[config.mk]
export PLATFORM = sky130hd
export DESIGN_NAME = alu_operand_sequencer
export DESIGN_NICKNAME = d
export VERILOG_FILES = /design/src/rtl/alu_seq_pkg.sv /design/src/rtl/button_debouncer.sv /design/src/rtl/alu_operand_sequencer.sv
export SDC_FILE = /design/constraint.sdc
export NUM_CORES = 1
export LEC_CHECK = 0
export CAP_MARGIN = 15
export CORE_ASPECT_RATIO = 2
export CORE_MARGIN = 3
export CORE_UTILIZATION = 54
export DETAILED_ROUTE_END_ITERATION = 8
export PLACE_DENSITY = 0.88
export SLEW_MARGIN = 5
export SYNTH_ARGS = -nofsm -noshare
export SYNTH_HDL_FRONTEND = slang
export SYNTH_SLANG_ARGS = --single-unit
[constraint.sdc]
create_clock -name clk -period 2.6 [get_ports clk]
set_clock_uncertainty 0.05 [all_clocks]
set_input_delay 0.52 -clock clk [delete_from_list [all_inputs] [get_ports clk]]
set_output_delay 0.52 -clock clk [all_outputs]
set_load 0.05 [all_outputs]
[src/rtl/alu_seq_pkg.sv]
// Shared types and constants for the ALU operand sequencer.
package alu_seq_pkg;

  // Sequencer states; the encoding is exported to the display as state_code.
  typedef enum logic [2:0] {
    S_LOAD_A  = 3'd0,
    S_LOAD_B  = 3'd1,
    S_LOAD_OP = 3'd2,
    S_EXEC    = 3'd3,
    S_CAPTURE = 3'd4,
    S_SHOW    = 3'd5
  } state_t;

  // Operator codes as presented on op_sw / alu_op.
  localparam logic [1:0] OP_ADD = 2'd0;
  localparam logic [1:0] OP_SUB = 2'd1;
  localparam logic [1:0] OP_AND = 2'd2;
  localparam logic [1:0] OP_OR  = 2'd3;

  // Bit positions inside flags_q.
  localparam int FLAG_N = 3;
  localparam int FLAG_Z = 2;
  localparam int FLAG_C = 1;
  localparam int FLAG_V = 0;

endpackage

[src/rtl/button_debouncer.sv]
// Raw push-button conditioner: 2-flop synchronizer, stability counter,
// debounced level register and a one-cycle rising-edge press pulse.
module button_debouncer #(
  parameter int DEBOUNCE = 50000
) (
  input  logic clk,
  input  logic rst_n,
  input  logic i_btn,
  output logic o_press
);

  localparam int CW = (DEBOUNCE < 2) ? 2 : $clog2(DEBOUNCE + 1);

  logic [1:0]    r_sync;
  logic [CW-1:0] r_cnt;
  logic          r_level;
  logic          r_level_d;
  logic          w_sync;

  assign w_sync = r_sync[1];

  // Bring the asynchronous button into the clock domain.
  always_ff @(posedge clk or negedge rst_n) begin
    if (!rst_n) r_sync <= '0;
    else        r_sync <= {r_sync[0], i_btn};
  end

  // Accept a new level only after DEBOUNCE consecutive differing samples;
  // any sample that agrees with the current level restarts the count.
  always_ff @(posedge clk or negedge rst_n) begin
    if (!rst_n) begin
      r_cnt   <= '0;
      r_level <= 1'b0;
    end else if (w_sync != r_level) begin
      if (r_cnt == CW'(DEBOUNCE - 1)) begin
        r_level <= w_sync;
        r_cnt   <= '0;
      end else begin
        r_cnt <= r_cnt + 1'b1;
      end
    end else begin
      r_cnt <= '0;
    end
  end

  // Delayed copy of the level for edge detection.
  always_ff @(posedge clk or negedge rst_n) begin
    if (!rst_n) r_level_d <= 1'b0;
    else        r_level_d <= r_level;
  end

  assign o_press = r_level & ~r_level_d;

endmodule

[src/rtl/alu_operand_sequencer.sv]
// Button-paced front end for the combinational ALU: collects A, B and the
// operator, gives the ALU a settle cycle, then captures result and flags.
module alu_operand_sequencer
  import alu_seq_pkg::*;
#(
  parameter int WIDTH    = 4,
  parameter int DEBOUNCE = 50000
) (
  input  logic             clk,
  input  logic             rst,
  input  logic [WIDTH-1:0] sw,
  input  logic [1:0]       op_sw,
  input  logic             btn_next,
  input  logic             btn_clr,
  output logic [WIDTH-1:0] alu_a,
  output logic [WIDTH-1:0] alu_b,
  output logic [1:0]       alu_op,
  input  logic [WIDTH-1:0] alu_result,
  input  logic             alu_n,
  input  logic             alu_z,
  input  logic             alu_c,
  input  logic             alu_v,
  output logic [WIDTH-1:0] result_q,
  output logic [3:0]       flags_q,
  output logic [2:0]       state_code,
  output logic             done
);

  logic [1:0]       r_rst_sync;
  logic             w_rst_n;
  logic             w_press_next;
  logic             w_press_clr;

  state_t           r_state;
  state_t           w_state_nxt;
  logic             w_ld_a;
  logic             w_ld_b;
  logic             w_ld_op;
  logic             w_cap;
  logic             w_clr;

  logic [WIDTH-1:0] r_a;
  logic [WIDTH-1:0] r_b;
  logic [1:0]       r_op;
  logic [WIDTH-1:0] r_result;
  logic [3:0]       r_flags;

  // Reset asserts immediately and releases synchronously to clk.
  always_ff @(posedge clk or negedge rst) begin
    if (!rst) r_rst_sync <= 2'b00;
    else      r_rst_sync <= {r_rst_sync[0], 1'b1};
  end

  assign w_rst_n = r_rst_sync[1];

  button_debouncer #(.DEBOUNCE(DEBOUNCE)) u_db_next (
    .clk     (clk),
    .rst_n   (w_rst_n),
    .i_btn   (btn_next),
    .o_press (w_press_next)
  );

  button_debouncer #(.DEBOUNCE(DEBOUNCE)) u_db_clr (
    .clk     (clk),
    .rst_n   (w_rst_n),
    .i_btn   (btn_clr),
    .o_press (w_press_clr)
  );

  // State register.
  always_ff @(posedge clk or negedge w_rst_n) begin
    if (!w_rst_n) r_state <= S_LOAD_A;
    else          r_state <= w_state_nxt;
  end

  // Next state and register enables; clear overrides any step press, and
  // step presses in EXEC/CAPTURE simply fall on the floor.
  always_comb begin
    w_state_nxt = r_state;
    w_ld_a      = 1'b0;
    w_ld_b      = 1'b0;
    w_ld_op     = 1'b0;
    w_cap       = 1'b0;
    w_clr       = w_press_clr;
    if (w_press_clr) begin
      w_state_nxt = S_LOAD_A;
    end else begin
      case (r_state)
        S_LOAD_A:  if (w_press_next) begin w_ld_a  = 1'b1; w_state_nxt = S_LOAD_B;  end
        S_LOAD_B:  if (w_press_next) begin w_ld_b  = 1'b1; w_state_nxt = S_LOAD_OP; end
        S_LOAD_OP: if (w_press_next) begin w_ld_op = 1'b1; w_state_nxt = S_EXEC;    end
        S_EXEC:    w_state_nxt = S_CAPTURE;
        S_CAPTURE: begin w_cap = 1'b1; w_state_nxt = S_SHOW; end
        S_SHOW:    if (w_press_next) w_state_nxt = S_LOAD_A;
        default:   w_state_nxt = S_LOAD_A;
      endcase
    end
  end

  // Operand, operator and capture registers.
  always_ff @(posedge clk or negedge w_rst_n) begin
    if (!w_rst_n) begin
      r_a      <= '0;
      r_b      <= '0;
      r_op     <= '0;
      r_result <= '0;
      r_flags  <= '0;
    end else if (w_clr) begin
      r_a      <= '0;
      r_b      <= '0;
      r_op     <= '0;
      r_result <= '0;
      r_flags  <= '0;
    end else begin
      if (w_ld_a)  r_a  <= sw;
      if (w_ld_b)  r_b  <= sw;
      if (w_ld_op) r_op <= op_sw;
      if (w_cap) begin
        r_result        <= alu_result;
        r_flags[FLAG_N] <= alu_n;
        r_flags[FLAG_Z] <= alu_z;
        r_flags[FLAG_C] <= alu_c;
        r_flags[FLAG_V] <= alu_v;
      end
    end
  end

  assign alu_a      = r_a;
  assign alu_b      = r_b;
  assign alu_op     = r_op;
  assign result_q   = r_result;
  assign flags_q    = r_flags;
  assign state_code = r_state;
  assign done       = (r_state == S_CAPTURE);

endmodule

; Word-level counts from Yosys, hierarchy flattened
; Index checks and enable logic that the tools add are counted.
[word_totals]
reg_bits = 63
input_bits = 18
output_inout_bits = 22
wordCells = 71
[op_classes]
add_sub_neg = 2
n_eq_ne = 13
muxes = 29
bitwise = 4
reduce_logical = 8
[op_table]
columns = op, count
row1 = 2-to-1 mux 16 bit, 4
row2 = "adder 16 x 1 -> 16 bit, second input constant", 2
row3 = "equality test 16 bit, second input constant", 2
row4 = 2-to-1 mux 4 bit, 8
row5 = one-hot mux 3 bit (6 select lines), 1
row6 = 2-to-1 mux 3 bit, 5
row7 = "inequality test 3 x 1 -> 1 bit, second input constant", 4
row8 = 2-to-1 mux 1 bit, 9
row9 = nonzero test 2 bit, 4
row10 = "equality test 3 x 2 -> 1 bit, second input constant", 2
row11 = "equality test 3 bit, second input constant", 2
row12 = 2-to-1 mux 2 bit, 2
row13 = AND reduction 2 bit, 2
row14 = AND reduction 4 bit, 1
row15 = "equality test 3 x 1 -> 1 bit, second input constant", 1
row16 = logical NOT 3 bit, 1
row17 = bitwise AND 1 bit, 2
row18 = inequality test 1 bit, 2
row19 = inverter 1 bit, 2

; Logic depth before layout (Yosys ltp)
[logic_depth]
depth_word = 7
ltp_mapped = 6
mapped_depth_nobuf = 5

; Modules after synthesis
; From an unflattened synthesis, not the netlist that was laid out.
[unflattened]
cells_unflattened = 261
area_unflattened_um2 = 2977.9
[by_module_without_submodules]
columns = module, n_inst, cells_each, area_per_inst_um2, seq_area_each_um2
row1 = button_debouncer, 2, 85, 968.4, 500.5
row2 = alu_operand_sequencer, 1, 91, 1041.0, 575.6

; Least setup slack after synthesis
; OpenSTA, ideal clock, no wires.
[synth_timing]
kind = flip-flop to output port
from = register r_state[2], in the netlist state_code[2]
to = output port done
arrival_time_ns = 1.415
required_time_ns = 2.030
setup_slack_ns = 0.615
stages_incl_launch_ff = 4
path_buffers = 1
path_cell_list = dfrtp_1 -> nor2b_1 -> nor2b_1 -> buf_2
[synth_via]
elab_chain_cells = 1
[synth_lines]
columns = element, line_no
row1 = from (decl), alu_operand_sequencer.sv:34  ; state_t r_state;
row2 = from (signal assigned), alu_operand_sequencer.sv:73  ; else r_state <= w_state_nxt;
row3 = equality test 3 bit, alu_operand_sequencer.sv:134  ; assign done = (r_state == S_CAPTURE);
row4 = to (decl), alu_operand_sequencer.sv:26  ; output logic done
; No other way between the ends.

; Worst setup path after layout
[layout_timing]
from = register r_state[0], in the netlist state_code[0]
to = output port state_code[0]
[layout_lines]
columns = element, line_no
row1 = to (decl), alu_operand_sequencer.sv:25  ; output logic [2:0] state_code,
; No word-level cell between the ends.

==> flow_summary.yaml <==
pwr:
  ir_worst_vdd_mv: 0.661
  seqPwrFrac_pct: 52.2
  combinationalPowerShare_pct: 3.2
  internal-power_w: 0.00155
  clockPowerShare_pct: 44.5
  sw_frac_of_total_pct: 20.2
  power_switching_w: 0.000392
  power_density_mw_per_mm2: 560
  leakage_nw: 1.45
finish:
  nFillCells: 358
  n_antenna_cell: 0
  layout_common_cells: "dfrtp_1, nor2_1, clkdlybuf4s50_1, xnor2_1, nand2_1"
  multi_input_area_sq_mm: 0.00113
  final_nets: 336
  syn2layout_area_growth_pct: 25.4
  drive_above_1_share_pct: 9.66
  final_common_cell: "dfrtp_1"
  seq_area_sq_mm: 0.00158
clock_network:
  clk_latency_ns: 0.34
  htreeDepth: 3
  cts_tree: "done"
  cts_resized: 0
  post_cts_buffers: 0
  ctsHoldBuffers: 0
  clk_pin_slew_ns: 0.06
  clock_path_buffers: 2
  cts_num_sinks: 63
  numCtsBuffers: 9
  cts_root_buffer: "clkbuf_8"
critical_path:
  crit_start: "state_code[0]"
  cp_cell_sequence: "clkdlybuf4s50_1"
  timing.critical_path.slowest_cell_delay_ns: 0.85
  cp_top_family: "buffers and inverters"
  crit_path_max_fanout: 9
  crit_buf_inv: 1
  cp.depth: 1
  path_class: "reg2out"
  ff2ff_path_depth: 3
  r2r_setup_slack_ns: 0.60
  arrival_ns: 1.66
  cp.required_ns: 2.03
  crit_end: "state_code[0]"
  end_kind: "output pin"
  rr_endpoint: "u_db_clr.r_level"
  start_kind: "register"
  critPathSlowestCell: "clkdlybuf4s50_1"
  reg2reg_from: "u_db_clr.r_cnt[4]"
synthesis:
  ys_types: 35
  synth-edff-count: 0
  synth_seq_cells: 63
  synth_cells: 265
  synth-seq-area-share_pct: 57.1
  synthArstFlopShare_pct: 100
  synthFlopType: "dfrtp_1"
  synth_nets: 285
  synth_area_leaders: "dfrtp_1, xnor2_1, nor2_1"
  synth_area_leader_cell: "dfrtp_1"
  postSynthAreaPerCell_sq_um: 10.4
  synth_top_area_share_pct: 57.1
  synth.yosys.warnings: 0
  synth_area_sq_mm: 0.00276
routing:
  wl_per_cell_um: 14.4
  drc_errors: 0
  drtPass1Iterations: 4
  wirelength_mm: 5.44
  vias_per_cell: 5.53
  final_antenna_net_count: 0
  vias: 2092
  dr.first_iter.drc_count: 46
global_route:
  gr-total-overflow: 0
  grt_pass1_vias: 2230
  grt_pass1_wl_mm: 9.77
  grt_use_total_pct: 21.0
  antenna_found_initial: 0
  grt_max_degree: 37
timing:
  setup_viol: 0
  grt_setup_unrepaired: "no"
  final-max-slew-violation-count: 0
  fin_crit_ns: 2.23
  whs_ns: 0.288
  period_share_pct: 85.8
  fin_setup_tns_ns: 0
  slew_headroom_pct: 48.6
  finalHoldViolations: 0
  tightest_slew_ns: 0.771
  fmax_mhz: 448
floorplan:
  initial_core_util_pct: 56.2
  die_area_sq_mm: 0.00606
  core_sq_mm: 0.00491
  die_h_um: 107
  row_count: 36
  io_pins: 40
  die_x_um: 56.6
status:
  status: "completed"
job:
  maxCapViolCount: 0
placement:
  routabilityCongestion: 0.857
  hpwlAfterDp_mm: 4.04
  io_buffers: 39
hold_path:
  hold_class: "in2async"
-- power groups by stage --
stage	registers, W	logic, W	clock network (W)
2_1_floorplan	0.00103	0.0000216	0
3_3_place_gp	0.00103	0.0000629	0
3_5_place_dp	0.00103	0.0000639	0
4_1_cts	0.00101	0.0000642	0.000885
5_1_grt	0.00101	0.0000706	0.000934
6_report	0.00101	0.0000629	0.000864
-- per-layer routing --
metal	part of all wire, %	global-route usage [%]
met1	36	20.7
met2	57	37.7
met3	3.6	6.39
met4	3.1	11.5
met5	0	0
-- state kept, by name, summed over array words and instances (netlist names), 2 cells and up --
register / flops
u_db_next.r_sync: 2
alu_op: 2
alu_b: 4
flags_q: 4
alu_a: 4
u_db_clr.r_cnt: 16
u_db_next.r_cnt: 16
r_rst_sync: 2
u_db_clr.r_sync: 2
state_code: 3
result_q: 4
-- cells in the mapped netlist, drive strengths merged, types with 2 or more instances --
master	instances
dfrtp	63
nor3	7
ha	2
or4	2
o31ai	2
xor2	5
nand4	5
nand2	25
a21oi	12
mux2i	8
nor2	48
nand3	20
nor4	10
nor2b	6
clkbuf	3
buf	3
inv	6
or4b	2
mux2	2
xnor2	24
-- cell families (layout without fill, tap and decap cells) --
logic type / Yosys count / in the layout / synth area share (%)
fa+ha+maj: 2 / 2 / 0.906
other cells: 1 / 1 / 0.136
compound gates: 17 / 17 / 3.81
flops: 63 / 63 / 57.1
xor+xnor: 29 / 29 / 9.20
mux: 10 / 10 / 3.85
buf+inv: 12 / 68 / 1.99
simple gates: 131 / 131 / 23.0
-- through the flow --
| stage | power (W) | cells | instance area [sq um] | setup slack (ns) | utilization, % |
|---|---|---|---|---|---|
| after detailed placement | 0.00109 | 362 | 3250 | 0.611 | 66.3 |
| after floorplan | 0.00105 | 265 | 2760 | 0.615 | - |
| after global routing | 0.00202 | 378 | 3460 | 0.275 | 70.5 |
| after CTS | 0.00196 | 378 | 3460 | 0.338 | 70.5 |
| after global placement | 0.00109 | 362 | 3250 | 0.660 | 66.3 |
| final | 0.00194 | 378 | 3460 | 0.370 | 70.5 |
-- cell type report --
type                    instances  share of cell area (%)
clock buffers                  13                    4.88
inverters                       6                   0.651
flip-flops and latches         63                    45.6
repair buffers                 46                    13.1
clock inverters                 3                    1.16
well taps                      57                    2.06
multi-input cells             190                    32.6
-- worst min path at each step --
stage                    endpoint  slack [ns]  depth (start not counted)
6_report            r_rst_sync[0]        0.29                          1
2_1_floorplan       r_rst_sync[0]        0.17                          0
3_3_place_gp   u_db_clr.r_sync[1]        0.28                          0
5_1_grt             r_rst_sync[0]        0.27                          1
4_1_cts             r_rst_sync[0]        0.27                          1
3_5_place_dp        r_rst_sync[1]        0.29                          0
-- worst reg2reg max path: stages (launching register included) --
cell and delay [ns]:
dfrtp_1 0.42, or4b_1 0.54, or4_4 0.57, mux2_4 0.31
No activity file was read; power rests on OpenSTA's default activity.
